$ cat src/rtl/cu_xb_pkg.sv
// cu_xb_pkg: source indices and collision-counter width shared by the crossbar files
package cu_xb_pkg;
    localparam int SRC_BC     = -1;
    localparam int SRC_ALU    = 0;
    localparam int SRC_MUL    = 1;
    localparam int SRC_SHF    = 2;
    localparam int COLL_CNT_W = 16;
endpackage

$ cat src/rtl/cu_xb_fwd.sv
// cu_xb_fwd: one read port's forwarding mux, youngest write first, then WB stage, then RF
module cu_xb_fwd
    import cu_xb_pkg::*;
#(
    parameter int DW = 16,
    parameter int AW = 4
) (
    input  logic [AW-1:0] radd,
    input  logic          req,
    input  logic [AW-1:0] wadd,
    input  logic [DW-1:0] sel_dt,
    input  logic          wb_en,
    input  logic [AW-1:0] wb_wadd,
    input  logic [DW-1:0] wb_dt,
    input  logic [DW-1:0] rf_dt,
    output logic [DW-1:0] dt
);
    // incoming write beats the WB stage when both hit the same address
    always_comb dt = (req && radd == wadd) ? sel_dt : (wb_en && radd == wb_wadd) ? wb_dt : rf_dt;
endmodule

$ cat src/rtl/cu_xb_pipe.sv
// cu_xb_pipe: pipelined CU/broadcast crossbar into the RF with forwarding; XB_COLL_CNT_EN adds a collision counter
module cu_xb_pipe
    import cu_xb_pkg::*;
#(
    parameter int DATA_WIDTH    = 16,
    parameter int ADDRESS_WIDTH = 4,
    parameter int NUM_CU        = 3,
    parameter int NUM_RD        = 2
) (
    input  logic                            clk,
    input  logic                            reset,
    input  logic [NUM_CU-1:0]               ps_xb_w_cuEn,
    input  logic                            ps_xb_w_bcEn,
    input  logic [ADDRESS_WIDTH-1:0]        ps_xb_wadd,
    input  logic [NUM_CU*DATA_WIDTH-1:0]    cu_xb_dt,
    input  logic [DATA_WIDTH-1:0]           bc_dt,
    input  logic [NUM_RD*ADDRESS_WIDTH-1:0] ps_xb_radd,
    input  logic [NUM_RD*DATA_WIDTH-1:0]    rf_xb_dt,
    output logic [NUM_RD*DATA_WIDTH-1:0]    xb_dt,
    output logic                            xb_rf_w_En,
    output logic [ADDRESS_WIDTH-1:0]        xb_rf_wadd,
    output logic [DATA_WIDTH-1:0]           xb_rf_dt,
    output logic                            xb_coll,
    output logic                            xb_coll_stky
`ifdef XB_COLL_CNT_EN
    ,
    output logic [COLL_CNT_W-1:0]           xb_coll_cnt
`endif
);
    localparam int DW = DATA_WIDTH;
    localparam int AW = ADDRESS_WIDTH;

    logic [NUM_CU:0] src_vec;
    logic            req, coll_now;
    logic [DW-1:0]   sel_dt;
    logic            w_en_d, w_en_q, coll_d, coll_q, stky_d, stky_q;
    logic [AW-1:0]   wadd_d, wadd_q;
    logic [DW-1:0]   dt_d, dt_q;

    // fixed-priority select bc > CU0 > CU1 > ...; clearing the lowest set bit exposes a second request
    always_comb begin
        src_vec  = {ps_xb_w_cuEn, ps_xb_w_bcEn};
        req      = |src_vec;
        coll_now = |(src_vec & (src_vec - (NUM_CU + 1)'(1)));
        sel_dt   = '0;
        for (int i = NUM_CU - 1; i >= SRC_ALU; i--)
            sel_dt = ps_xb_w_cuEn[i] ? cu_xb_dt[i*DW +: DW] : sel_dt;
        sel_dt   = ps_xb_w_bcEn ? bc_dt : sel_dt;
    end

    // WB stage is reloaded every cycle; the collision flag is sticky
    always_comb begin
        w_en_d = req;
        wadd_d = ps_xb_wadd;
        dt_d   = req ? sel_dt : '0;
        coll_d = coll_now;
        stky_d = stky_q | coll_now;
    end

    // WB and collision registers with synchronous reset
    always_ff @(posedge clk) begin
        if (reset) begin
            w_en_q <= 1'b0;
            wadd_q <= '0;
            dt_q   <= '0;
            coll_q <= 1'b0;
            stky_q <= 1'b0;
        end else begin
            w_en_q <= w_en_d;
            wadd_q <= wadd_d;
            dt_q   <= dt_d;
            coll_q <= coll_d;
            stky_q <= stky_d;
        end
    end

    assign xb_rf_w_En   = w_en_q;
    assign xb_rf_wadd   = wadd_q;
    assign xb_rf_dt     = dt_q;
    assign xb_coll      = coll_q;
    assign xb_coll_stky = stky_q;

`ifdef XB_COLL_CNT_EN
    logic [COLL_CNT_W-1:0] cnt_d, cnt_q;

    // saturating count of collision cycles
    always_comb cnt_d = (coll_now && cnt_q != '1) ? cnt_q + COLL_CNT_W'(1) : cnt_q;

    // collision counter register
    always_ff @(posedge clk) begin
        if (reset) cnt_q <= '0;
        else       cnt_q <= cnt_d;
    end

    assign xb_coll_cnt = cnt_q;
`endif

    for (genvar r = 0; r < NUM_RD; r++) begin : g_rd
        cu_xb_fwd #(.DW(DW), .AW(AW)) u_fwd (
            .radd    (ps_xb_radd[r*AW +: AW]),
            .req     (req),
            .wadd    (ps_xb_wadd),
            .sel_dt  (sel_dt),
            .wb_en   (w_en_q),
            .wb_wadd (wadd_q),
            .wb_dt   (dt_q),
            .rf_dt   (rf_xb_dt[r*DW +: DW]),
            .dt      (xb_dt[r*DW +: DW])
        );
    end
endmodule

$ cat config.mk
export PLATFORM = sky130hd
export DESIGN_NAME = cu_xb_pipe
export DESIGN_NICKNAME = d
export VERILOG_FILES = /design/src/rtl/cu_xb_pkg.sv /design/src/rtl/cu_xb_fwd.sv /design/src/rtl/cu_xb_pipe.sv
export SDC_FILE = /design/constraint.sdc
export NUM_CORES = 1
export LEC_CHECK = 0
export CORE_ASPECT_RATIO = 1.75
export CORE_UTILIZATION = 36
export CTS_CLUSTER_SIZE = 10
export DETAILED_ROUTE_END_ITERATION = 8
export GPL_TIMING_DRIVEN = 1
export PLACE_DENSITY = 0.87
export SETUP_SLACK_MARGIN = 0.4
export SLEW_MARGIN = 25
export SYNTH_ARGS = -nofsm -noshare
export SYNTH_HDL_FRONTEND = slang
export SYNTH_SLANG_ARGS = --single-unit
$ cat constraint.sdc
create_clock -name clk -period 3.2 [get_ports clk]
set_clock_uncertainty 0.1 [all_clocks]
set_input_delay 0.32 -clock clk [delete_from_list [all_inputs] [get_ports clk]]
set_output_delay 0.32 -clock clk [all_outputs]
set_load 0.01 [all_outputs]
Yosys cells after proc, flatten, opt, wreduce, memory -nomap -nowiden
Cells that the tools add are included.
{"block": "word_totals", "elab_cells": 28, "output_inout_bits": 55, "in_bits": 114, "ff_bits": 23}
{"block": "classes", "n_eq_ne": 4, "n_reduce_logical": 7, "add_sub_neg": 1, "bitwise_logic": 3, "n_mux": 8}
{"op": "2-to-1 mux 16 bit", "n": 8}
{"op": "== test 4 bit", "n": 4}
{"op": "OR reduction 4 bit", "n": 2}
{"op": "AND 4 bit", "n": 1}
{"op": "logical AND 1 bit", "n": 4}
{"op": "subtractor 4 x 1 -> 4 bit (second input constant)", "n": 1}
{"op": "OR reduction 2 bit", "n": 1}
{"op": "inverter 1 bit", "n": 1}
{"op": "OR 1 bit", "n": 1}

Longest topological paths before layout
{"block": "depth", "depth_word": 5, "ltp_mapped": 7, "depth_no_buf": 5}

Modules after synthesis
A second synthesis with hierarchy kept.
{"block": "hier_totals", "hier_cells": 306, "hier_area_um2": 2517.4}
{"module": "cu_xb_fwd", "cells_each": 94, "area_per_inst_um2": 693.2, "n_inst": 2, "seq_area_each_um2": 0.0}
{"module": "cu_xb_pipe", "cells_each": 118, "area_per_inst_um2": 1131.1, "n_inst": 1, "seq_area_each_um2": 460.4}

Worst setup path after synthesis
Ideal clock, no wire load.
{"block": "synth_timing", "path_kind": "flip-flop to output port", "start": "register wadd_q[0] (netlist: xb_rf_wadd[0])", "end": "output xb_dt[22]", "setup_slack_ps": 1343, "stages_incl_launch_ff": 8, "t_arrival_ps": 1437, "n_path_buf": 2, "required_time_ps": 2780, "cell_sequence": "dfxtp_1 xor2_1 nor3_2 and3_1 buf_6 buf_8 a21oi_1 a22oi_1"}
{"block": "synth_via", "elab_chain_cells": 4}
{"item": "from (decl)", "line": "cu_xb_pipe.sv:37", "source": "logic [AW-1:0] wadd_d, wadd_q;"}
{"item": "from (signal assigned)", "line": "cu_xb_pipe.sv:70", "source": "wadd_q <= wadd_d;"}
{"item": "== test 4 bit", "line": "cu_xb_fwd.sv:19", "source": "always_comb dt = (req && radd == wadd) ? sel_dt : (wb_en && radd == wb_wadd) ? wb_dt : rf_dt;"}
{"item": "logical AND 1 bit", "line": "cu_xb_fwd.sv:19"}
{"item": "2-to-1 mux 16 bit (2 in a row)", "line": "cu_xb_fwd.sv:19"}
{"item": "to (decl)", "line": "cu_xb_pipe.sv:19", "source": "output logic [NUM_RD*DATA_WIDTH-1:0] xb_dt,"}
Every way passes these cells.

Final worst setup path
{"block": "layout_timing", "start": "input ps_xb_radd[6]", "end": "output xb_dt[30]"}
{"block": "layout_via", "elab_chain_cells": 4, "elab_cells_between_ends": 6, "cone_classes": "eq/ne (2); mux (2); reduce/logical (2)"}
{"item": "from (decl)", "line": "cu_xb_pipe.sv:17", "source": "input logic [NUM_RD*ADDRESS_WIDTH-1:0] ps_xb_radd,"}
{"item": "== test 4 bit", "line": "cu_xb_fwd.sv:19"}
{"item": "logical AND 1 bit", "line": "cu_xb_fwd.sv:19"}
{"item": "2-to-1 mux 16 bit", "line": "cu_xb_fwd.sv:19"}
{"item": "2-to-1 mux 16 bit *", "line": "cu_xb_fwd.sv:19"}
Mark *: on every way between the ends. The rest lies on a longest branch, timed or not.

==> impl_metrics.py <==
metrics = {
    "logic_synthesis": {
        "syn_area_sq_um": 2120,
        "yosys_warnings": 0,
        "synth.distinct_cells": 32,
        "synth_nets": 377,
        "synthDominantCellAreaShare": 0.217,
        "netlist_instances": 263,
        "synth_area_leaders": "dfxtp_1 22%, a21oi_1 8.5%, a22oi_1 8.5%",
        "ys_seq_area_frac": 0.217,
        "syn_area_per_cell_sq_um": 8.07,
        "synth_seq_cells": 23,
        "yosys.area.top_type": "dfxtp_1",
    },
    "die": {
        "coreArea_sq_um": 5630,
        "initial_core_util": 0.377,
        "die_h_um": 104,
        "die_w_um": 60.1,
        "rows": 36,
        "num_io_pins": 169,
        "dieArea_sq_um": 6220,
    },
    "sta": {
        "finalSetupViolations": 0,
        "setup_slack_ns": 0.492,
        "rsz0062_at_grt": "false",
        "period_share": 0.846,
        "max_slew_margin": 0.568,
        "hold_viol_final": 0,
        "max_freq_mhz": 369,
        "final_max_slew_viol_count": 0,
        "hold_ws_ns": 0.331,
        "min_period_ns": 2.71,
        "finalSetupTns_ns": 0,
        "tightest_slew_ns": 0.647,
    },
    "route": {
        "routedWlPerCell_um": 18.5,
        "postRouteAntennaNets": 0,
        "vias": 2767,
        "drt_iter0_markers": 175,
        "drc_errors": 0,
        "vias_per_cell": 5.45,
        "routed_wl_um": 9400,
        "drt_first_pass_iters": 4,
    },
    "setup_path": {
        "endpoint_kind": "output port",
        "critPathLaunchType": "primary input",
        "crit_start": "ps_xb_radd[6]",
        "cp.arrival_ns": 2.29,
        "cp.required_ns": 2.78,
        "worstSetupPathType": "in2out",
        "crit_fanout": 5,
        "r2r_start": "xb_coll_stky",
    },
    "power_and_ir_drop": {
        "p_leak_nw": 1.76,
        "p_per_area_nw_per_um2": 258,
        "peakVddDrop_v": 0.000220,
    },
    "cts": {
        "cts_tree": "built",
        "cts.clk_slew.worst_paths_ns": 0.09,
        "ctsRootBufferMaster": "clkbuf_8",
        "ctsHoldBuffers": 0,
        "clock_path_buffers": 2,
        "ctsHtreeMaxLevel": 1,
        "cts_sinks": 23,
        "cts-buffers-inserted": 3,
        "clkLatencyLatePin_ns": 0.26,
    },
    "placement": {
        "pre_cts_ws_ns": 0.200,
        "portBuffers": 168,
        "place_congestion": 0.865,
        "place_hpwl_um": 6980,
    },
    "layout": {
        "final_nets": 547,
        "layout_common_cells": "132 x clkdlybuf4s50_1, 34 x a21oi_1, 30 x nand2_1",
        "n_antenna_cell": 0,
        "final_common_cell": "clkdlybuf4s50_1",
        "area_delta_synth_final_pct": 93.7,
        "drive_gt1_frac": 0.181,
    },
    "global_routing": {
        "overflow": 0,
        "grt_start_max_net_pins": 33,
        "grt_pass1_wl_um": 13200,
        "grt_usage": 0.278,
        "first_global_vias": 2810,
        "antenna_found_initial": 0,
    },
    "min_path": {
        "hold_path.class": "in2reg",
        "hp-start": "ps_xb_wadd[3]",
    },
    "status": {
        "outcome": "finished clean",
    },
    "flow_run": {
        "cap_violations": 0,
    },
}
## Yosys cell counts
master    instances
nand4_1           2
or2_1             1
a21oi_2          10
clkbuf_1          2
buf_8             2
nand2_1          30
nand3_2           1
nand3_1           1
buf_2            13
inv_1             2
a221oi_2         10
nor2b_2           1
a22oi_2           6
maj3_1            1
a21o_1            1
nor4_4            1
nor2b_1          20
a21oi_1          36
a22oi_1          24
xnor2_1          10
dfxtp_1          23
nor3_2           12
nor2_1           19
nor3_1            8
buf_4             5
a221oi_1          6
buf_12            1
buf_1             1
xor2_1            6
mux2i_1           4
and3_1            2
buf_6             2
## power breakdown
part	leakage [nW]	internal, mW	switching, mW	total [mW]
Sequential	0.191	0.307	0.0178	0.325
Combinational	1.55	0.316	0.237	0.553
Clock	0.0255	0.0869	0.0962	0.183
Total	1.76	0.710	0.351	1.06
## flip-flops by register name, indices dropped and copies added (netlist names)
name,cells
xb_rf_wadd,4
xb_coll_stky,1
xb_rf_w_En,1
xb_rf_dt,16
xb_coll,1
## through the flow
step                cells  instance area [sq um]  total power, mW   util
floorplan             263                   2120            0.554      -
global placement      494                   3850            0.863  0.684
detailed placement    494                   3850            0.871  0.684
CTS                   498                   3910             1.05  0.694
global route          508                   4110             1.10  0.730
finish                508                   4110             1.06  0.730
## routing by layer
metal	GRT usage	wire length (um)	vias up
met5	0	0	-
met3	0.0375	536	26
li1	-	-	1299
met1	0.253	3090	1298
met2	0.540	5340	144
met4	0.153	431	0
## critical path: stages
cell,delay [ns]
clkdlybuf4s50_1,0.45
xor2_1,0.17
nor3_2,0.26
and3_4,0.27
a21oi_1,0.07
a22oi_1,0.19
clkdlybuf4s50_1,0.56
## kinds of logic after synthesis
group	share of synthesized area
AND/OR/NAND/NOR	0.257
buffers and inverters	0.0913
XOR/XNOR	0.0660
adder cells (fa/ha/maj)	0.00471
AO/OA/AOI/OAI	0.345
multiplexers	0.0189
flip-flops	0.217
## timing repair
item	in CTS	in global routing
buffers inserted	0	8
setup endpoints to repair	32	20
gates cloned	0	2
hold endpoints to repair	0	0
pin swaps	1	5
gates resized for setup	25	28
## layout make-up
type                            instances  area, sq um
Clock buffer                            3         41.3
Clock inverter                          1         5.00
Fill cell                             434         1520
Inverter                                2         7.51
Multi-Input combinational cell        212         1530
Sequential cell                        23          460
Tap cell                               76         95.1
Timing Repair Buffer                  191         1970
## path summary, 6_finish.rpt
check                                      to  slack [ns]  depth (start not counted)
worst max-delay path                xb_dt[30]        0.49                          7
worst min-delay path            xb_rf_wadd[3]        0.33                          2
worst max register to register   xb_coll_stky        2.54                          1
worst min register to register   xb_coll_stky        0.37                          1
Note: power is estimated with default switching activity, not from simulation.
